File: config.mk
export PLATFORM = sky130hd
export DESIGN_NAME = cordic_engine
export DESIGN_NICKNAME = d
export VERILOG_FILES = /design/src/rtl/cordic_engine.sv
export SDC_FILE = /design/constraint.sdc
export NUM_CORES = 1
export LEC_CHECK = 0
export BUFFER_PORTS_ARGS = -buffer_cell sky130_fd_sc_hd__buf_2
export CAP_MARGIN = 0
export CELL_PAD_IN_SITES_DETAIL_PLACEMENT = 1
export CELL_PAD_IN_SITES_GLOBAL_PLACEMENT = 1
export CORE_MARGIN = 4
export CORE_UTILIZATION = 53
export CTS_CLUSTER_SIZE = 28
export DETAILED_ROUTE_END_ITERATION = 8
export GPL_ROUTABILITY_DRIVEN = 0
export PLACE_DENSITY_LB_ADDON = 0.25
export SLEW_MARGIN = 20
export SYNTH_ARGS = -nofsm -noshare
export SYNTH_HDL_FRONTEND = slang
export SYNTH_SLANG_ARGS = --single-unit
File: constraint.sdc
create_clock -name clk -period 15.6 [get_ports clk]
set_input_delay 2.34 -clock clk [delete_from_list [all_inputs] [get_ports clk]]
set_output_delay 2.34 -clock clk [all_outputs]
set_load 0.01 [all_outputs]
File: src/rtl/cordic_engine.sv
// cordic_engine: iterative rotation-mode CORDIC that returns cos(angle).
// The input angle is IEEE-754 single precision in radians. It is converted
// to signed Q2.30 and then rotated for 32 iterations, one iteration per clock.
// Optional feature: define CORDIC_SINE_OUT_EN to add the `sine` output port,
// which carries the final y of the rotation.

module cordic_engine (
  input  logic        clk,
  input  logic        rst_n,
  input  logic        start,
  input  logic [31:0] angle,
  output logic        busy,
  output logic        done,
  output logic [31:0] result,
  output logic [31:0] theta,
  output logic        range_err
`ifdef CORDIC_SINE_OUT_EN
  ,
  output logic [31:0] sine
`endif
);

  // Initial x value. The gain of the 32-stage rotation chain is compensated
  // up front, so x finishes at cos(angle) with no final multiply.
  localparam logic signed [31:0] CORDIC_GAIN = 32'sh26DD3B80;

  typedef enum logic [1:0] {
    S_IDLE,
    S_RUN,
    S_FINISH,
    S_REJECT
  } state_t;

  state_t             state;
  logic signed [31:0] x_q;
  logic signed [31:0] y_q;
  logic signed [31:0] w_q;
  logic signed [31:0] target_q;
  logic        [4:0]  iter_q;

  // round(atan(2^-i) * 2^30) for i = 0..31
  // NOTE: this is a constant function and synthesises to pure logic. It holds
  // no storage, so it is neither reset nor written.
  function automatic logic [31:0] atan_lut(input logic [4:0] i);
    case (i)
      5'd0:    atan_lut = 32'h3243F6A9;
      5'd1:    atan_lut = 32'h1DAC6705;
      5'd2:    atan_lut = 32'h0FADBAFD;
      5'd3:    atan_lut = 32'h07F56EA7;
      5'd4:    atan_lut = 32'h03FEAB77;
      5'd5:    atan_lut = 32'h01FFD55C;
      5'd6:    atan_lut = 32'h00FFFAAB;
      5'd7:    atan_lut = 32'h007FFF55;
      5'd8:    atan_lut = 32'h003FFFEB;
      5'd9:    atan_lut = 32'h001FFFFD;
      5'd10:   atan_lut = 32'h00100000;
      5'd11:   atan_lut = 32'h00080000;
      5'd12:   atan_lut = 32'h00040000;
      5'd13:   atan_lut = 32'h00020000;
      5'd14:   atan_lut = 32'h00010000;
      5'd15:   atan_lut = 32'h00008000;
      5'd16:   atan_lut = 32'h00004000;
      5'd17:   atan_lut = 32'h00002000;
      5'd18:   atan_lut = 32'h00001000;
      5'd19:   atan_lut = 32'h00000800;
      5'd20:   atan_lut = 32'h00000400;
      5'd21:   atan_lut = 32'h00000200;
      5'd22:   atan_lut = 32'h00000100;
      5'd23:   atan_lut = 32'h00000080;
      5'd24:   atan_lut = 32'h00000040;
      5'd25:   atan_lut = 32'h00000020;
      5'd26:   atan_lut = 32'h00000010;
      5'd27:   atan_lut = 32'h00000008;
      5'd28:   atan_lut = 32'h00000004;
      5'd29:   atan_lut = 32'h00000002;
      5'd30:   atan_lut = 32'h00000001;
      default: atan_lut = 32'h00000000;
    endcase
  endfunction

  logic [7:0]  exp_f;
  logic [31:0] mag;
  logic [31:0] target_in;
  logic        in_range_err;

  assign exp_f = angle[30:23];

  // Unpack the float into Q2.30. Any exponent with bit 7 set is out of range
  // (|angle| >= 2.0, Inf or NaN).
  always_comb begin
    // NOTE: every output of this block gets a default first, so no latch is inferred.
    mag          = '0;
    in_range_err = exp_f[7];
    if (exp_f != 8'd0 && !exp_f[7]) begin
      // The Q2.30 value is {1,mant} * 2^(exp-120). Right shifts truncate toward zero.
      if (exp_f >= 8'd120) mag = {8'd0, 1'b1, angle[22:0]} << (exp_f - 8'd120);
      else                 mag = {8'd0, 1'b1, angle[22:0]} >> (8'd120 - exp_f);
    end
    target_in = angle[31] ? -mag : mag;
  end

  logic signed [31:0] x_sh;
  logic signed [31:0] y_sh;
  logic signed [31:0] atan_i;
  logic               dir_pos;
  logic signed [31:0] x_nx;
  logic signed [31:0] y_nx;
  logic signed [31:0] w_nx;

  // One rotation step. It rotates toward the target and wraps at 32 bits.
  always_comb begin
    x_sh    = x_q >>> iter_q;
    y_sh    = y_q >>> iter_q;
    atan_i  = $signed(atan_lut(iter_q));
    dir_pos = (w_q <= target_q);
    x_nx    = dir_pos ? (x_q - y_sh)   : (x_q + y_sh);
    y_nx    = dir_pos ? (y_q + x_sh)   : (y_q - x_sh);
    w_nx    = dir_pos ? (w_q + atan_i) : (w_q - atan_i);
  end

  // Control FSM and datapath registers. The outputs are registered here.
  always_ff @(posedge clk or negedge rst_n) begin
    if (!rst_n) begin
      // NOTE: sequential state uses non-blocking assignments only, so every
      // register samples the values from before the edge.
      state     <= S_IDLE;
      busy      <= 1'b0;
      done      <= 1'b0;
      result    <= '0;
      theta     <= '0;
      range_err <= 1'b0;
      x_q       <= '0;
      y_q       <= '0;
      w_q       <= '0;
      target_q  <= '0;
      iter_q    <= '0;
`ifdef CORDIC_SINE_OUT_EN
      sine      <= '0;
`endif
    end else begin
      done <= 1'b0;
      case (state)
        S_IDLE: begin
          if (start) begin
            busy <= 1'b1;
            if (in_range_err) begin
              range_err <= 1'b1;
              result    <= '0;
              theta     <= '0;
`ifdef CORDIC_SINE_OUT_EN
              sine      <= '0;
`endif
              state     <= S_REJECT;
            end else begin
              range_err <= 1'b0;
              target_q  <= $signed(target_in);
              x_q       <= CORDIC_GAIN;
              y_q       <= '0;
              w_q       <= '0;
              iter_q    <= '0;
              state     <= S_RUN;
            end
          end
        end
        S_RUN: begin
          x_q    <= x_nx;
          y_q    <= y_nx;
          w_q    <= w_nx;
          iter_q <= iter_q + 5'd1;
          if (iter_q == 5'd31) state <= S_FINISH;
        end
        S_FINISH: begin
          result <= x_q;
          theta  <= w_q;
`ifdef CORDIC_SINE_OUT_EN
          sine   <= y_q;
`endif
          done   <= 1'b1;
          busy   <= 1'b0;
          state  <= S_IDLE;
        end
        S_REJECT: begin
          done  <= 1'b1;
          busy  <= 1'b0;
          state <= S_IDLE;
        end
        default: state <= S_IDLE;
      endcase
    end
  end

endmodule

Word-level counts from Yosys, hierarchy flattened
Memories as Yosys holds them, arrays and structs flattened.
Cells that the tools add are included.
W data, S select, Z words.
{"block": "totals", "ff_bits": 202, "romBits": 960, "input_bits": 35, "output_inout_bits": 67, "n_memories": 1}
{"block": "classes", "add_sub_neg": 10, "magnitude_cmp": 2, "eq_ne": 8, "n_shift": 4, "mux": 28, "n_bitwise": 1, "n_reduce_logical": 14}
{"memory": "(no name shown)", "words": 32, "width": 30, "read_ports": 1, "rd_ports_with_merged_regs": 0, "write_ports": 0, "line_no": "45", "text": "case (i)"}
{"cell": "$mux W32", "n": 12}
{"cell": "$pmux W32 S2", "n": 5}
{"cell": "$add A32 B32 Y32", "n": 3}
{"cell": "$sub A32 B32 Y32", "n": 3}
{"cell": "$sshr A32 B5 Y32", "n": 2}
{"cell": "$le A32 B32 Y1", "n": 1}
{"cell": "$neg A32 Y32", "n": 1}
{"cell": "$shl A24 B8 Y32", "n": 1}
{"cell": "$shr A24 B8 Y32", "n": 1}
{"cell": "$mux W5", "n": 2}
{"cell": "$pmux W5 S2", "n": 1}
{"cell": "$reduce_and A3 Y1", "n": 3}
{"cell": "$ge A8 B7 Y1 const B", "n": 1}
{"cell": "$ne A2 B2 Y1 const B", "n": 4}
{"cell": "$reduce_bool A8 Y1", "n": 1}
{"cell": "$sub A7 B8 Y8 const A", "n": 1}
{"cell": "$sub A8 B7 Y8 const B", "n": 1}
{"cell": "$mux W2", "n": 3}
{"cell": "$pmux W2 S3", "n": 1}
{"cell": "$reduce_and A2 Y1", "n": 3}
{"cell": "$reduce_bool A2 Y1", "n": 3}
{"cell": "$add A5 B1 Y5 const B", "n": 1}
{"cell": "$eq A5 B5 Y1 const B", "n": 1}
{"cell": "$eq A2 B2 Y1 const B", "n": 2}
{"cell": "other kinds (8)", "n": 10}

Longest topological paths before layout
Gate-level depths: netlist of run 1.
{"block": "depth", "ltp_word": 6, "mapped_depth": 31}

Worst setup path after synthesis of run 1
Ideal clock, no wire load.
{"block": "synth_timing", "path_type": "input-to-reg", "from": "input port angle[23]", "to": "register target_q[24]", "setup_ns": 0.131, "t_arrival_ns": 6.345, "t_required_ns": 15.469, "slack_ns": 9.124, "cell_stages": 18, "path_cell_list": "buf_6 > buf_6 > buf_2 > inv_1 > ha_1 > buf_2 > clkbuf_1 > mux4_2 > a22oi_1 > o31ai_1 > a31oi_1 > o2bb2ai_1 > ha_1 > nor3b_1 > nand3_1 > o41ai_1 > xor2_1 > o21ai_1"}
{"block": "synth_via", "elab_chain_cells": 6, "elab_cells_between_ends": 11, "classes_between": "add/sub (3); order compare (1); shift (2); mux (3); reduce/logical (2)"}
{"item": "from (decl)", "line_no": "11", "text": "input logic [31:0] angle,"}
{"item": "$sub A7 B8 Y8 or $sub A8 B7 Y8 (tied branches)", "line_no": "97, 96"}
{"item": "$shr A24 B8 Y32 or $shl A24 B8 Y32 (tied branches)", "line_no": "97, 96"}
{"item": "$mux W32", "line_no": "96", "text": "if (exp_f >= 8'd120) mag = {8'd0, 1'b1, angle[22:0]} << (exp_f - 8'd120);"}
{"item": "$mux W32 (*)", "line_no": "94", "text": "if (exp_f != 8'd0 && !exp_f[7]) begin"}
{"item": "$neg A32 Y32", "line_no": "99", "text": "target_in = angle[31] ? -mag : mag;"}
{"item": "$mux W32 (*)", "line_no": "99"}
{"item": "to (signal assigned)", "line_no": "156", "text": "target_q <= $signed(target_in);"}
{"item": "to (decl)", "line_no": "38", "text": "logic signed [31:0] target_q;"}
Every way passes the cells marked *; elsewhere a longest branch is shown, timed or not.
A chain may end at the register's enable or synchronous reset.

Worst setup path after layout of run 1
{"block": "layout_timing", "from": "register iter_q[1]", "to": "register y_q[31]"}
{"block": "layout_via", "elab_chain_cells": 4, "elab_cells_between_ends": 5, "classes_between": "add/sub (2); shift (1); mux (2)"}
{"item": "from (decl)", "line_no": "39", "text": "logic [4:0] iter_q;"}
{"item": "from (signal assigned)", "line_no": "169", "text": "iter_q <= iter_q + 5'd1;"}
{"item": "$sshr A32 B5 Y32 (*)", "line_no": "112", "text": "x_sh = x_q >>> iter_q;"}
{"item": "$sub A32 B32 Y32 or $add A32 B32 Y32 (tied branches)", "line_no": "117", "text": "y_nx = dir_pos ? (y_q + x_sh) : (y_q - x_sh);"}
{"item": "$mux W32 (*)", "line_no": "117"}
{"item": "$pmux W32 S2 (*)", "line_no": "142", "text": "case (state)"}
{"item": "to (signal assigned)", "line_no": "167", "text": "y_q <= y_nx;"}
{"item": "to (decl)", "line_no": "36", "text": "logic signed [31:0] y_q;"}
Marks and branches as above.

==> impl_metrics.tcl, run 1 <==
set metrics [dict create \
    worstSetupEndpointType "flop" \
    cts_resized 0 \
    synth-edff-count 0 \
    drv_slew 0 \
    n_antenna_cell 0 \
    synthToLayoutAreaGrowth_pct 5.57 \
    cts_root_buffer "clkbuf_16" \
    synth_top_area_share_pct 20.5 \
    path_cells "buf_4, mux4_2, mux2i_1, a211oi_1, nor4b_2, nand2_1, nor4b_2, nand2_1, o21ai_0, xor2_1, ha_1, nand2_1, o21ai_0, a311oi_1, o21ai_0, a31oi_1, a2bb2oi_1, o31ai_1, o211a_1, nor4_1, nor4b_1, a211o_1" \
    htreeDepth 1 \
    setup_viol 0 \
    path_max_fanout 73 \
    grt_pass1_wl_mm 149 \
    tightest_slew_ns 1.22 \
    violations "design-rule violations" \
    grt_use_total_pct 36.7 \
    drive_gt1_share_pct 13.0 \
    clkLatencyLatePin_ns 0.57 \
    clock_path_buffers 3 \
    die-area_sq_mm 0.0501 \
    cts_buffers 25 \
    finClkSkew_ns 0.0274 \
    synth-main-ff-cell "dfrtp_1" \
    ant_nets 0 \
    ys_seq_area_share_pct 20.5 \
    cts_sinks 202 \
    cpPeakStageDelay_ns 0.97 \
    tns_ns 0 \
    synth_top_area_cell "dfrtp_1" \
    synthCells 2958 \
    ys_types 99 \
    vias_per_cell 7.17 \
    drt_pass1_iterations 8 \
    start_util_pct 54.1 \
    async_reset_ff_share_pct 100 \
    rows 78 \
    met3_usage_pct 6.16 \
    dp.cells 3473 \
    synth_nets 3152 \
    syn_area_per_cell_sq_um 8.35 \
    slew_headroom_pct 17.9 \
    netlist_area_sq_mm 0.0247 \
    drv_cap 0 \
    routed_wl_mm 95.1 \
    num_vias 25200 \
    clkTransAtPathRegs_ns 0.07 \
    critPathKind "flop to flop" \
    yosysWarnings 0 \
    overflow 0 \
    wl_per_cell_microns 27.0 \
    fin_nets 3095 \
    antenna_found_initial 1 \
    finalCriticalPeriod_ns 7.92 \
    worstPathArrival_ns 8.35 \
    post-cts-setup-buffers 0 \
    rsz0062_at_grt "false" \
    io_buffers 101 \
    grt_max_degree 95 \
    synth_common_cells "nand2_1 (286), o21ai_0 (252), nor2_1 (215)" \
    use_met1_pct 45.8 \
    dp_hpwl_mm 69.4 \
    synth-seq-cells 202 \
    fin_crit_sh_pct 50.8 \
    hold_viol 0 \
    cp.required_ns 16.03 \
    die_w_microns 224 \
    drcViolationCount 2 \
    yosys.cell_count.top_type "nand2_1" \
    crit_path_top_delay_cell "dfrtp_4" \
    rrSetupSlack_ns 7.68 \
    start_kind "flop" \
    status "finished with violations" \
    tritoncts "yes" \
    gr-max-usage-layer "met2" \
    n_fill_cell 5449 \
    io_pins 102 \
    die_h_microns 224 \
    holdBufCountCts 0 \
    grtUsageMet2_pct 60.9 \
    hp-class "flop to flop" \
    drtIter0Drc 2665 \
    core_sq_mm 0.0457 \
    synth_top_cells_by_area "dfrtp_1 (20%), mux4_2 (9.8%), ha_1 (7.9%), o21ai_0 (5.1%), mux2i_1 (5.0%)" \
    finalNonFillerCells 3518 \
    holdWs_ns 0.494 \
    first_global_vias 26100 \
    max_freq_mhz 126 \
]
[final timing paths]
path / cells past startpoint / endpoint / start
worst max-delay path: 22 / y_q[31] / iter_q[1]
worst min-delay path: 2 / target_q[8] / target_q[8]
worst max register to register: 22 / y_q[31] / iter_q[1]
worst min register to register: 2 / target_q[8] / target_q[8]
max in group asynchronous: 3 / theta[14] / rst_n
min in group asynchronous: 1 / result[7] / rst_n
[critical path, delay by kind of cell, from the launching register on]
kind | cells | cell delay (ns)
AOI/OAI and AO/OA | 10 | 2.48
adders and majority gates | 1 | 0.32
and+or+nand+nor | 7 | 1.70
buffers and inverters | 1 | 0.88
DFF | 1 | 0.97
xor gates and xnor gates | 1 | 0.21
muxes | 2 | 1.20
[logic make-up (layout without fill, tap and decap cells)]
kind of cell	after synthesis	count (layout)	share of synthesized area [%]
multiplexers	269	269	16.5
buffers and inverters	308	268	5.56
adder cells (fa/ha/maj)	159	159	8.15
XOR/XNOR	210	210	7.45
AO/OA/AOI/OAI	932	932	24.7
AND/OR/NAND/NOR	878	878	17.1
flip-flops	202	202	20.5
[state kept, by name, summed over array words and instances (netlist names)]
signal	flops
range_err	1
state	2
busy	1
w_q	32
result	32
theta	32
target_q	32
done	1
y_q	32
iter_q	5
x_q	32
[cell type report]
class	count	area (sq um)	area share (%)
clock buffer	33	716	2.75
clock inverter	11	121	0.466
timing repair buffer	131	743	2.85
inverter	93	349	1.34
sequential	202	5070	19.5
tap	600	751	2.88
multi-input combinational	2448	18300	70.3
[placed cells by master (no fill, tap or decap), types with 46 or more instances in the layout]
master	netlist	layout
a21o_1	51	51
a21oi_1	176	176
a22o_1	68	68
buf_2	49	99
dfrtp_1	202	197
ha_1	156	156
inv_1	88	88
mux2i_1	123	123
mux4_2	107	107
nand2_1	286	286
nand3_1	100	100
nor2_1	215	212
nor3_1	57	56
o21ai_0	252	252
o22ai_1	46	46
xnor2_1	106	105
xor2_1	104	104
[stage by stage]
step,instance area [sq um],setup slack [ns],utilization [%]
floorplan,24700,9.12,-
global placement,25200,8.13,55.2
detailed placement,25200,7.84,55.2
CTS,26100,7.86,57.1
global route,26100,7.12,57.1
finish,26100,7.68,57.1
[layer usage]
layer | vias to the layer above | wire length, microns
met1 | 12500 | 36200
li1 | 10900 | -
met2 | 1367 | 44600
met4 | 2 | 6330
met5 | - | 13
met3 | 441 | 7950
Power of run 1 is not shown: default switching activity piles up to over one toggle a cycle in this logic, so the estimate is an artifact.
==> run 2, diff against run 1 <==
--- a/config.mk
+++ b/config.mk
@@ -10,7 +10,7 @@
 export CELL_PAD_IN_SITES_DETAIL_PLACEMENT = 1
 export CELL_PAD_IN_SITES_GLOBAL_PLACEMENT = 1
 export CORE_MARGIN = 4
-export CORE_UTILIZATION = 53
+export CORE_UTILIZATION = 45
 export CTS_CLUSTER_SIZE = 28
 export DETAILED_ROUTE_END_ITERATION = 8
 export GPL_ROUTABILITY_DRIVEN = 0
==> constraint.sdc (replaced) <==
create_clock -name clk -period 7.1 [get_ports clk]
set_input_delay 1.065 -clock clk [delete_from_list [all_inputs] [get_ports clk]]
set_output_delay 1.065 -clock clk [all_outputs]
set_load 0.01 [all_outputs]
==> run 2 against run 1 <==
  * The flow now finishes without violations
  * Flip-flop and latch count unchanged
  * Sequential share of layout area is 0.43 points lower
  * Clock skew is 0.018 ns higher
  * Die area increased by 17%
  * Critical path type unchanged
  * First-iteration DRC count fell by 6.4%
  * Wire length up 1.2%
  * Maximum frequency grew 19%
  * Cell area grew 2.3%
  * Core utilization down 7.7 points
  * Highest routed layer is now met4
  * Register-to-register slack got worse by 7.3 ns
  * Global-route usage is 5.3 points lower
==> impl_metrics.tcl, run 2 (same netlist as run 1, synthesis figures left out) <==
set metrics [dict create \
    status "finished clean" \
    io_pins 102 \
    tightest_slew_ns 1.12 \
    routed_wl_mm 96.3 \
    grt_use_total_pct 31.4 \
    ant_nets 0 \
    drv_cap 0 \
    rr_worst_depth 22 \
    tritoncts "yes" \
    rows 85 \
    path_max_fanout 60 \
    max_freq_mhz 150 \
    die_h_microns 242 \
    grt_pass1_wl_mm 150 \
    slew_headroom_pct 24.8 \
    holdWs_ns 0.485 \
    synthToLayoutAreaGrowth_pct 7.98 \
    hp-class "flop to flop" \
    grt_max_degree 103 \
    worstPathArrival_ns 7.19 \
    worstSetupEndpointType "flop" \
    dp_hpwl_mm 72.2 \
    cts_root_buffer "clkbuf_16" \
    holdBufCountCts 0 \
    antenna_found_initial 4 \
    worstReg2RegEnd "x_q[30]" \
    io_buffers 101 \
    start_kind "flop" \
    layout_commonest_cell "nand2_1" \
    tns_ns 0 \
    cp.required_ns 7.62 \
    finClkSkew_ns 0.0453 \
    dpl_cell_area_sq_mm 0.0257 \
    cts_buffers 25 \
    drv_slew 0 \
    die-area_sq_mm 0.0587 \
    start_util_pct 45.7 \
    cts_sinks 202 \
    vias_per_cell 6.80 \
    drive_gt1_share_pct 14.4 \
    critPathKind "flop to flop" \
    fin_area_sq_mm 0.0267 \
    rsz0062_at_grt "false" \
    hold_viol 0 \
    clkLatencyLatePin_ns 0.58 \
    fin_nets 3141 \
    r2r-start "iter_q[3]" \
    final_cell_mix "nand2_1 (286), o21ai_0 (252), nor2_1 (212), dfrtp_1 (197), a21oi_1 (176)" \
    min-delay-start "target_q[6]" \
    finalCriticalPeriod_ns 6.67 \
    clock_path_buffers 3 \
    pre_cts_ws_ns 0.155 \
    overflow 0 \
    drt_pass1_iterations 7 \
    rrSetupSlack_ns 0.43 \
    core_sq_mm 0.0540 \
    setup_ws_ns 0.428 \
    hold_path_depth 2 \
    drcViolationCount 0 \
    num_vias 24900 \
    drtIter0Drc 2494 \
    wl_per_cell_microns 26.3 \
    htreeDepth 1 \
    setup_viol 0 \
    hold_end "target_q[6]" \
    clkTransAtPathRegs_ns 0.06 \
    die_w_microns 242 \
    first_global_vias 25800 \
    fin_crit_sh_pct 94.0 \
]
run 2: metrics by stage:
step                utilization (%)  std cells
CTS                            49.2       3657
global route                   49.4       3661
floorplan                         -       2958
global placement               47.6       3614
finish                         49.4       3661
detailed placement             47.6       3614
run 2: area by class of cell:
class | instances | area, sq um
Inverter | 93 | 349
Antenna cell | 2 | 5.00
Clock buffer | 30 | 674
Fill cell | 6435 | 27400
Timing Repair Buffer | 177 | 1170
Tap cell | 696 | 871
Sequential cell | 202 | 5070
Multi-Input combinational cell | 2448 | 18400
Clock inverter | 13 | 171
run 2: metal layers:
| metal | wire length (microns) | vias to the layer above | global-route usage [%] | share of wire (%) |
|---|---|---|---|---|
| met5 | 0 | - | 0 | 0 |
| met3 | 6470 | 327 | 5.12 | 6.7 |
| met1 | 38000 | 12500 | 38.3 | 39 |
| li1 | - | 11000 | - | - |
| met4 | 5990 | 0 | 17.0 | 6.2 |
| met2 | 45800 | 1031 | 53.1 | 48 |
run 2: worst max-delay path by stage:
| stage | start | to | cells past startpoint |
|---|---|---|---|
| after floorplan | iter_q[0] | w_q[31] | 29 |
| after global placement | iter_q[1] | x_q[31] | 25 |
| after detailed placement | w_q[28] | w_q[31] | 22 |
| after CTS | w_q[28] | w_q[31] | 22 |
| after global routing | iter_q[0] | w_q[31] | 26 |
| final | iter_q[3] | x_q[30] | 22 |
run 2: what timing repair did:
action                                  CTS  global route
setup buffers                             0             2
endpoints found under the setup margin    0            11
resized for setup                         0             7
run 2: critical path, cell delays in order, from the launching register on:
cell	delay (ns)
dfrtp_4	0.94
mux4_2	0.47
mux2_2	0.31
nor2_1	0.12
a311oi_1	0.11
a21oi_1	0.24
ha_1	0.27
o21ai_1	0.13
or2_1	0.30
or3_1	0.48
or3_4	0.45
o21ai_0	0.21
xor2_1	0.17
o21ai_0	0.13
ha_1	0.41
nand2_1	0.12
nor2_1	0.12
o211ai_1	0.16
a31oi_1	0.35
nand2b_1	0.25
a211oi_1	0.12
or4b_2	0.63
nand3_1	0.10
Power of run 2 is left out for the same reason.
